**src/rtl/bcd_score_display_if.sv**
```systemverilog
// Bundle of the score-display signals between the game logic (master) and the
// bcd_score_display block (slave). DIGITS must match the attached block.
interface bcd_score_display_if #(
  parameter int unsigned DIGITS = 3
);
  logic                  clear;
  logic                  enable;
  logic                  score_in;
  logic [4*DIGITS-1:0]   count_bcd;
  logic [7*DIGITS-1:0]   hex;
  logic                  wrap;
  logic                  max_reached;
  logic [4*DIGITS-1:0]   hi_bcd;
  logic [7*DIGITS-1:0]   hi_hex;

  modport master (
    output clear, enable, score_in,
    input  count_bcd, hex, wrap, max_reached, hi_bcd, hi_hex
  );

  modport slave (
    input  clear, enable, score_in,
    output count_bcd, hex, wrap, max_reached, hi_bcd, hi_hex
  );
endinterface

```
**src/rtl/bcd_score_display.sv**
```systemverilog
// Multi-digit BCD score counter with synchronised strobe edge detection and
// registered active-low 7-segment outputs. Optional macro: BCD_SCORE_HIGH_SCORE_EN.
module bcd_score_display #(
  parameter int unsigned DIGITS     = 3,
  parameter bit          SAT_AT_MAX = 1'b1,
  parameter bit          BLANK_LZ   = 1'b1
) (
  input logic                clock,
  input logic                reset,
  bcd_score_display_if.slave bus
);

  function automatic logic [6:0] seg7(input logic [3:0] d);
    case (d)
      4'd0:    seg7 = 7'b1000000;
      4'd1:    seg7 = 7'b1111001;
      4'd2:    seg7 = 7'b0100100;
      4'd3:    seg7 = 7'b0110000;
      4'd4:    seg7 = 7'b0011001;
      4'd5:    seg7 = 7'b0010010;
      4'd6:    seg7 = 7'b0000010;
      4'd7:    seg7 = 7'b1111000;
      4'd8:    seg7 = 7'b0000000;
      4'd9:    seg7 = 7'b0010000;
      default: seg7 = 7'b1111111;
    endcase
  endfunction

  // Walk from the top digit down; a digit is blanked while everything above it is zero.
  function automatic logic [7*DIGITS-1:0] display(input logic [4*DIGITS-1:0] v);
    logic [7*DIGITS-1:0] r;
    logic                lz;
    logic [3:0]          d;
    r  = '1;
    lz = 1'b1;
    for (int unsigned k = DIGITS; k > 0; k--) begin
      d  = v[4*(k-1) +: 4];
      lz = lz & (d == 4'd0);
      if (BLANK_LZ && lz && (k != 1))
        r[7*(k-1) +: 7] = '1;
      else
        r[7*(k-1) +: 7] = seg7(d);
    end
    return r;
  endfunction

  function automatic logic all_nines(input logic [4*DIGITS-1:0] v);
    logic n;
    n = 1'b1;
    for (int unsigned k = 0; k < DIGITS; k++)
      n = n & (v[4*k +: 4] == 4'd9);
    return n;
  endfunction

  // Digits above 9 are treated as 9 so a corrupted digit still carries and clears.
  function automatic logic [4*DIGITS-1:0] bcd_inc(input logic [4*DIGITS-1:0] v);
    logic [4*DIGITS-1:0] r;
    logic                carry;
    logic [3:0]          d;
    r     = v;
    carry = 1'b1;
    for (int unsigned k = 0; k < DIGITS; k++) begin
      d = v[4*k +: 4];
      if (carry) begin
        if (d >= 4'd9) begin
          r[4*k +: 4] = 4'd0;
        end else begin
          r[4*k +: 4] = d + 4'd1;
          carry       = 1'b0;
        end
      end
    end
    return r;
  endfunction

  logic                sync1, sync2, prev;
  logic                rise;
  logic [4*DIGITS-1:0] count, count_next;
  logic [7*DIGITS-1:0] hex;
  logic                wrap, wrap_next, max_reached;

  assign rise = sync2 & ~prev;

  always_comb begin
    count_next = count;
    wrap_next  = 1'b0;
    if (bus.clear) begin
      count_next = '0;
    end else if (rise && bus.enable) begin
      if (all_nines(count)) begin
        if (!SAT_AT_MAX) begin
          count_next = '0;
          wrap_next  = 1'b1;
        end
      end else begin
        count_next = bcd_inc(count);
      end
    end
  end

  // Sync flops reset high so a strobe held across reset release is not a point.
  always_ff @(posedge clock or posedge reset) begin
    if (reset) begin
      sync1       <= 1'b1;
      sync2       <= 1'b1;
      prev        <= 1'b1;
      count       <= '0;
      wrap        <= 1'b0;
      max_reached <= 1'b0;
      hex         <= display('0);
    end else begin
      sync1       <= bus.score_in;
      sync2       <= sync1;
      prev        <= sync2;
      count       <= count_next;
      wrap        <= wrap_next;
      max_reached <= all_nines(count_next);
      hex         <= display(count);
    end
  end

  assign bus.count_bcd   = count;
  assign bus.hex         = hex;
  assign bus.wrap        = wrap;
  assign bus.max_reached = max_reached;

`ifdef BCD_SCORE_HIGH_SCORE_EN
  logic [4*DIGITS-1:0] hi_bcd;
  logic [7*DIGITS-1:0] hi_hex;

  always_ff @(posedge clock or posedge reset) begin
    if (reset) begin
      hi_bcd <= '0;
      hi_hex <= display('0);
    end else begin
      if (count > hi_bcd)
        hi_bcd <= count;
      hi_hex <= display(hi_bcd);
    end
  end

  assign bus.hi_bcd = hi_bcd;
  assign bus.hi_hex = hi_hex;
`else
  assign bus.hi_bcd = '0;
  assign bus.hi_hex = display('0);
`endif

endmodule

```
**src/flat_wrapper.sv**
```systemverilog
// flat-port wrapper written by rule: the top's interface ports become plain ports
module bcd_score_display_flat 
#(
  parameter int unsigned DIGITS     = 3,
  parameter bit          SAT_AT_MAX = 1'b1,
  parameter bit          BLANK_LZ   = 1'b1
)
  (clock, reset, bus_clear, bus_enable, bus_score_in, bus_count_bcd, bus_hex, bus_wrap, bus_max_reached, bus_hi_bcd, bus_hi_hex);
  bcd_score_display_if #(.DIGITS(DIGITS)) bus_i ();
  input logic clock;
  input logic reset;
  input wire logic [$bits(bus_i.clear)-1:0] bus_clear;
  input wire logic [$bits(bus_i.enable)-1:0] bus_enable;
  input wire logic [$bits(bus_i.score_in)-1:0] bus_score_in;
  output wire logic [$bits(bus_i.count_bcd)-1:0] bus_count_bcd;
  output wire logic [$bits(bus_i.hex)-1:0] bus_hex;
  output wire logic [$bits(bus_i.wrap)-1:0] bus_wrap;
  output wire logic [$bits(bus_i.max_reached)-1:0] bus_max_reached;
  output wire logic [$bits(bus_i.hi_bcd)-1:0] bus_hi_bcd;
  output wire logic [$bits(bus_i.hi_hex)-1:0] bus_hi_hex;
  assign bus_i.clear = bus_clear;
  assign bus_i.enable = bus_enable;
  assign bus_i.score_in = bus_score_in;
  assign bus_count_bcd = bus_i.count_bcd;
  assign bus_hex = bus_i.hex;
  assign bus_wrap = bus_i.wrap;
  assign bus_max_reached = bus_i.max_reached;
  assign bus_hi_bcd = bus_i.hi_bcd;
  assign bus_hi_hex = bus_i.hi_hex;
  bcd_score_display #(.DIGITS(DIGITS), .SAT_AT_MAX(SAT_AT_MAX), .BLANK_LZ(BLANK_LZ)) u_core (.clock(clock), .reset(reset), .bus(bus_i));
endmodule
```
**config.mk**
```make
export PLATFORM = sky130hd
export DESIGN_NAME = bcd_score_display_flat
export DESIGN_NICKNAME = d
export VERILOG_FILES = /design/src/rtl/bcd_score_display_if.sv /design/src/rtl/bcd_score_display.sv /design/src/flat_wrapper.sv
export SDC_FILE = /design/constraint.sdc
export NUM_CORES = 1
export LEC_CHECK = 0
export CAP_MARGIN = 20
export CORE_MARGIN = 2
export CORE_UTILIZATION = 51
export DETAILED_ROUTE_END_ITERATION = 12
export PLACE_DENSITY = 0.86
export REMOVE_ABC_BUFFERS = 1
export SLEW_MARGIN = 40
export SYNTH_ARGS = -nofsm -noshare
export SYNTH_HDL_FRONTEND = slang
export SYNTH_SLANG_ARGS = --single-unit
```
**constraint.sdc**
```tcl
create_clock -name clock -period 3.6 [get_ports clock]
set_clock_uncertainty 0.2 [all_clocks]
set_input_delay 0.54 -clock clock [delete_from_list [all_inputs] [get_ports clock]]
set_output_delay 0.54 -clock clock [all_outputs]
set_load 0.05 [all_outputs]
```
# Word level (Yosys, flattened, before mapping)
# Memory sizes are Yosys's and may differ from the RTL's. A register that Yosys moved wholly into a read port is not among the register bits.
# Index checks and enable logic that the tools add are counted.
[totals] latchBits=0 word_cells=50 ff_bits=37 mem_count=3 out_inout_bits=68 romBits=336 input_bits=5 ramBits=0
[mem_list] name="(name not given)" words=16 word_bits=7 read_ports=1 rd_clocked_by_memory_dff=0 write_ports=0 line="bcd_score_display.sv:14" source="case (d)"
[mem_list] name="(name not given)" words=16 word_bits=7 read_ports=1 rd_clocked_by_memory_dff=0 write_ports=0 line="bcd_score_display.sv:14"
[mem_list] name="(name not given)" words=16 word_bits=7 read_ports=1 rd_clocked_by_memory_dff=1 write_ports=0 line="bcd_score_display.sv:14"
[classes] n_lt_le_gt_ge=3 n_div=0 n_shift=0 n_mul=0 add_sub_neg=3 mux=19 n_eq_ne=6 bitwise_logic=7 n_reduce_logical=3
[ops] cell="2-to-1 mux 12 bit" n=3
[ops] cell="equality test 4 bit (second input constant)" n=6
[ops] cell="2-to-1 mux 4 bit" n=5
[ops] cell="2-to-1 mux 7 bit" n=2
[ops] cell="adder 4 x 1 -> 4 bit (second input constant)" n=3
[ops] cell="greater-or-equal comparator 4 bit (second input constant)" n=3
[ops] cell="2-to-1 mux 1 bit" n=9
[ops] cell="logical NOT 4 bit" n=2
[ops] cell="AND 1 bit" n=6
[ops] cell="logical AND 1 bit" n=1
[ops] cell="inverter 1 bit" n=1

# Depth between registers and ports, before layout
[depth] ltp_word=17 ltp_mapped=7 mapped_depth_nobuf=7

# Least setup slack after synthesis
# No wires, ideal clock.
[synth_timing] path_type="flip-flop to flip-flop" from="register u_core.count[0] (netlist: u_core.bus.count_bcd[0])" to="register u_core.max_reached (netlist: u_core.bus.max_reached)" setup_ns=0.136 stages_incl_launch_ff=8 arrival_time_ns=2.349 n_path_buf=0 synth_period_minus_slack_ns=2.684 required_ns=3.264 path_slack_ns=0.916 cell_sequence="dfrtp_1 inv_1 ha_1 or3b_4 nand2_1 o31a_1 o41ai_1 nor4_2"
[synth_via] elab_chain_cells=15 word_cells_on_any_way=24 cone_classes="add/sub (1); order compare (1); eq/ne (4); mux (14); bitwise (4)"
[synth_rtl] element="start: declaration" line="bcd_score_display.sv:78" source="logic [4*DIGITS-1:0] count, count_next;"
[synth_rtl] element="start signal: assignment" line="bcd_score_display.sv:115" source="count <= count_next;"
[synth_rtl] element="greater-or-equal comparator 4 bit" line="bcd_score_display.sv:65" source="if (d >= 4'd9) begin"
[synth_rtl] element="2-to-1 mux 1 bit" line="bcd_score_display.sv:65"
[synth_rtl] element="2-to-1 mux 1 bit" line="bcd_score_display.sv:90" source="if (all_nines(count)) begin"
[synth_rtl] element="2-to-1 mux 1 bit" line="bcd_score_display.sv:89" source="end else if (rise && bus.enable) begin"
[synth_rtl] element="2-to-1 mux 1 bit" line="bcd_score_display.sv:87" source="if (bus.clear) begin"
[synth_rtl] element="2-to-1 mux 1 bit" line="bcd_score_display.sv:64" source="if (carry) begin"
[synth_rtl] element="2-to-1 mux 1 bit" line="bcd_score_display.sv:90"
[synth_rtl] element="2-to-1 mux 1 bit" line="bcd_score_display.sv:89"
[synth_rtl] element="2-to-1 mux 1 bit" line="bcd_score_display.sv:87"
[synth_rtl] element="2-to-1 mux 4 bit" line="bcd_score_display.sv:64"
[synth_rtl] element="2-to-1 mux 12 bit" line="bcd_score_display.sv:90"
[synth_rtl] element="2-to-1 mux 12 bit *" line="bcd_score_display.sv:89"
[synth_rtl] element="2-to-1 mux 12 bit *" line="bcd_score_display.sv:87"
[synth_rtl] element="equality test 4 bit" line="bcd_score_display.sv:51" source="n = n & (v[4*k +: 4] == 4'd9);"
[synth_rtl] element="AND 1 bit *" line="bcd_score_display.sv:51"
[synth_rtl] element="end signal: assignment" line="bcd_score_display.sv:117" source="max_reached <= all_nines(count_next);"
[synth_rtl] element="end: declaration" line="bcd_score_display.sv:80" source="logic wrap, wrap_next, max_reached;"
# Mark *: on every way between the ends. The rest lies on a longest branch, timed or not. The select of a mux whose other input is x is not followed.

# Worst setup path after layout
[layout_timing] from="register u_core.count[6] (netlist: u_core.bus.count_bcd[6])" to="output port bus_count_bcd[6]"
[layout_rtl] element="end: declaration" line="flat_wrapper.sv:15" source="output wire logic [$bits(bus_i.count_bcd)-1:0] bus_count_bcd;"
# No word-level cell between the ends.

==> impl_metrics.py <==
metrics = {
    "logic_synthesis": {
        "synth_top_area_share": 0.203,
        "synth.avg_cell_area_um2": 9.09,
        "ys_dominant_reg_cell": "dfrtp_1",
        "syn-cell-area_um2": 2350,
        "ys_seq_elements": 37,
        "synthDistinctLibCells": 54,
        "synth.largest_area_cell": "dfrtp_1",
        "synth-async-reset-ratio": 1.00,
        "post_synth_inst_count": 258,
        "yosys-top-cells-area": "dfrtp_1 20%, dfstp_2 20%, buf_4 11%, ha_1 6.4%, nor2_1 5.1%",
        "synth_sequential_area_ratio": 0.404,
        "synthesis.yosys.warnings": 0,
        "synth_edf_count": 0,
    },
    "routing": {
        "wl_mm": 4.62,
        "route.detailed.drc": 0,
        "post_drt_wl_per_cell_um": 13.4,
        "ant_nets": 0,
        "post_drt_via_cell_ratio": 5.28,
        "via_count": 1822,
        "drt_iter0_drc": 187,
        "top_layer": "met4",
        "wl_met3_um": 394,
        "detail_route.wirelength.met1_mm": 1.99,
        "wl_met2_mm": 2.18,
        "drtPass1Iterations": 4,
    },
    "clock_network": {
        "clkLatencyLatePin_ps": 300,
        "cts.repair.resized": 0,
        "clkSinkCount": 37,
        "clkTransAtPathRegs_ps": 70,
        "clk_path_buf_depth": 2,
        "cts_tree": "built",
        "htreeDepth": 2,
        "number_of_buffers_inserted_during_clock_tree_synthesis": 5,
        "clock-root-buffer": "clkbuf_8",
        "cts_post_setup_buffers_inserted": 0,
        "cts_hold_buffers": 0,
    },
    "die": {
        "floorplan.rows": 24,
        "io_pins": 73,
        "floorplan.initialDensity": 0.535,
        "die_height_um": 71.8,
        "die-area_um2": 5160,
        "core_area_um2": 4380,
        "chipWidth_um": 71.8,
    },
    "setup_path": {
        "slowest_stage": "clkdlybuf4s50_1",
        "worst-setup-path-type": "reg -> out",
        "reg2reg_slack_ps": 1030,
        "timing.critical_path.from_type": "flop",
        "required_time_of_the_critical_path_ps": 2860,
        "crit_path_max_fanout": 20,
        "cp-end-kind": "output pin",
        "worstRegToRegCells": 7,
        "biggest_cell_delay_along_the_critical_path_ps": 920,
        "worst_r2r_endpoint": "u_core.bus.max_reached",
        "arrival_ps": 1950,
        "path_delay_family": "buffers and inverters",
        "worstPathCellList": "clkdlybuf4s50_1",
        "critPathBufInv": 1,
        "critical_path.reg2reg.startpoint": "u_core.bus.count_bcd[0]",
    },
    "layout": {
        "layout-drive-gt1-share": 0.116,
        "multi_input_comb_area_um2": 1170,
        "layout.filler_cells": 400,
        "diodes": 0,
        "area_delta_synth_final_pct": 15.1,
        "finalNetCount": 309,
        "area.sequential_um2": 948,
    },
    "grt": {
        "wire_length_of_the_first_global_routing_pass_mm": 7.71,
        "pin_count_of_the_biggest_net_entering_global_routing": 38,
        "track_usage": 0.192,
        "first_global_vias": 1665,
        "number_of_antenna_violations_at_the_first_check_in_global_routing": 0,
        "grt_overflow_total": 0,
    },
    "hold_path": {
        "min_from": "u_core.sync1",
        "holdCritPathClass": "reg -> reg",
        "whs_endpoint": "u_core.sync2",
        "holdPathStages": 0,
    },
    "run_status": {
        "status": "complete, no violations",
    },
    "sta": {
        "finalHoldWorstSlack_ps": 160,
        "timing.final.setup_violations": 0,
        "timing.setup.tns_ps": 0,
        "timing_hold_violations_final": 0,
        "slew_viol_final": 0,
        "grt_setup_unrepaired": "no",
        "slew_headroom": 0.593,
        "final.min_clock_period_ps": 2690,
        "timing.fmax_ghz": 0.371,
        "finalCritPeriodShare": 0.748,
        "max_slew.worst_pin.slew_ps": 611,
    },
    "power_and_ir_drop": {
        "worst_ir_drop_vdd_mv": 0.291,
        "p_leak_nw": 1.14,
        "p_total_mw": 0.945,
        "power.density_nw_per_um2": 350,
    },
    "place": {
        "gp_routability_congestion": 0.896,
        "port-buffer-count": 38,
        "place_hpwl_mm": 3.35,
    },
    "flow_run": {
        "max_cap_violations": 0,
    },
}
==> area by class of cell <==
| type | instances | share of cell area |
|---|---|---|
| Multi-Input combinational cell | 198 | 0.435 |
| Timing Repair Buffer | 39 | 0.144 |
| Clock buffer | 6 | 0.0269 |
| Tap cell | 52 | 0.0241 |
| Clock inverter | 2 | 0.00371 |
| Sequential cell | 37 | 0.351 |
| Inverter | 11 | 0.0153 |
==> synthesized netlist by cell type (all sizes together) (3+ instances only) <==
cell type  instances
a21oi             21
and2               3
buf               38
clkbuf             6
dfrtp             19
dfstp             18
ha                12
inv               11
nand2             17
nand2b             7
nand3              9
nor2              32
nor2b              3
nor3               7
nor4               5
o21ai             12
or3b               3
==> power by group <==
group          internal [mW]  switching (mW)  total [mW]  leakage [nW]
registers              0.441          0.0111       0.452         0.452
logic                 0.0446           0.167       0.212         0.645
clock network          0.134           0.147       0.281        0.0450
total                  0.619           0.326       0.945          1.14
==> cell usage in the layout, fill, tap and decap left out, types with 2 or more instances in the layout <==
cell | netlist | routed
nor2_1 | 32 | 32
clkinv_2 | 0 | 2
nand2_1 | 17 | 17
and2_1 | 2 | 2
clkbuf_8 | 0 | 5
nor3_1 | 6 | 6
mux2_1 | 2 | 2
a31oi_1 | 2 | 2
or3b_4 | 2 | 2
ha_1 | 12 | 12
inv_1 | 11 | 11
mux2i_1 | 2 | 2
a21oi_1 | 21 | 21
clkdlybuf4s50_1 | 0 | 38
o21ai_0 | 12 | 12
dfstp_2 | 18 | 18
nor2b_1 | 3 | 3
nor4_2 | 2 | 2
o31a_1 | 2 | 2
conb_1 | 2 | 34
nand3_1 | 8 | 8
dfrtp_1 | 19 | 19
nand2b_1 | 7 | 7
nor4_1 | 3 | 3
a211o_1 | 2 | 2
==> logic make-up after synthesis <==
family	count (synthesis)	synth area share
other cells	2	0.00320
compound gates	53	0.150
mux	4	0.0181
fa+ha+maj	12	0.0640
flops	37	0.404
buf+inv	55	0.146
simple gates	95	0.214
==> flip-flops by register name (all words and copies together) (netlist names) <==
register and cells:
u_core.bus.hex 21, u_core.bus.count_bcd 12, u_core.bus.max_reached 1, u_core.prev 1, u_core.sync1 1, u_core.sync2 1
==> metrics by stage <==
step | std cells | worst slack (ps) | utilization | instance area [µm²]
floorplan | 246 | 906 | - | 2160
global placement | 337 | 1130 | 0.597 | 2620
detailed placement | 337 | 1060 | 0.597 | 2620
CTS | 345 | 908 | 0.616 | 2700
global route | 345 | 828 | 0.616 | 2700
finish | 345 | 906 | 0.616 | 2700
==> routing by layer <==
layer | vias to the layer above | GRT usage
met4 | 0 | 0.0943
met5 | - | 0
li1 | 889 | -
met3 | 5 | 0.0492
met2 | 84 | 0.296
met1 | 844 | 0.252
==> worst max path at each step <==
stage	cells after the start	from	slack [ps]	end
6_report	1	u_core.bus.count_bcd[6]	910	bus_count_bcd[6]
5_1_grt	1	u_core.bus.count_bcd[6]	830	bus_count_bcd[6]
4_1_cts	1	u_core.bus.count_bcd[6]	910	bus_count_bcd[6]
3_5_place_dp	7	u_core.bus.count_bcd[0]	1060	u_core.bus.max_reached
3_3_place_gp	6	bus_enable	1130	u_core.bus.max_reached
2_1_floorplan	7	u_core.bus.count_bcd[0]	910	u_core.bus.max_reached
Power figures use the tool's default switching activity.
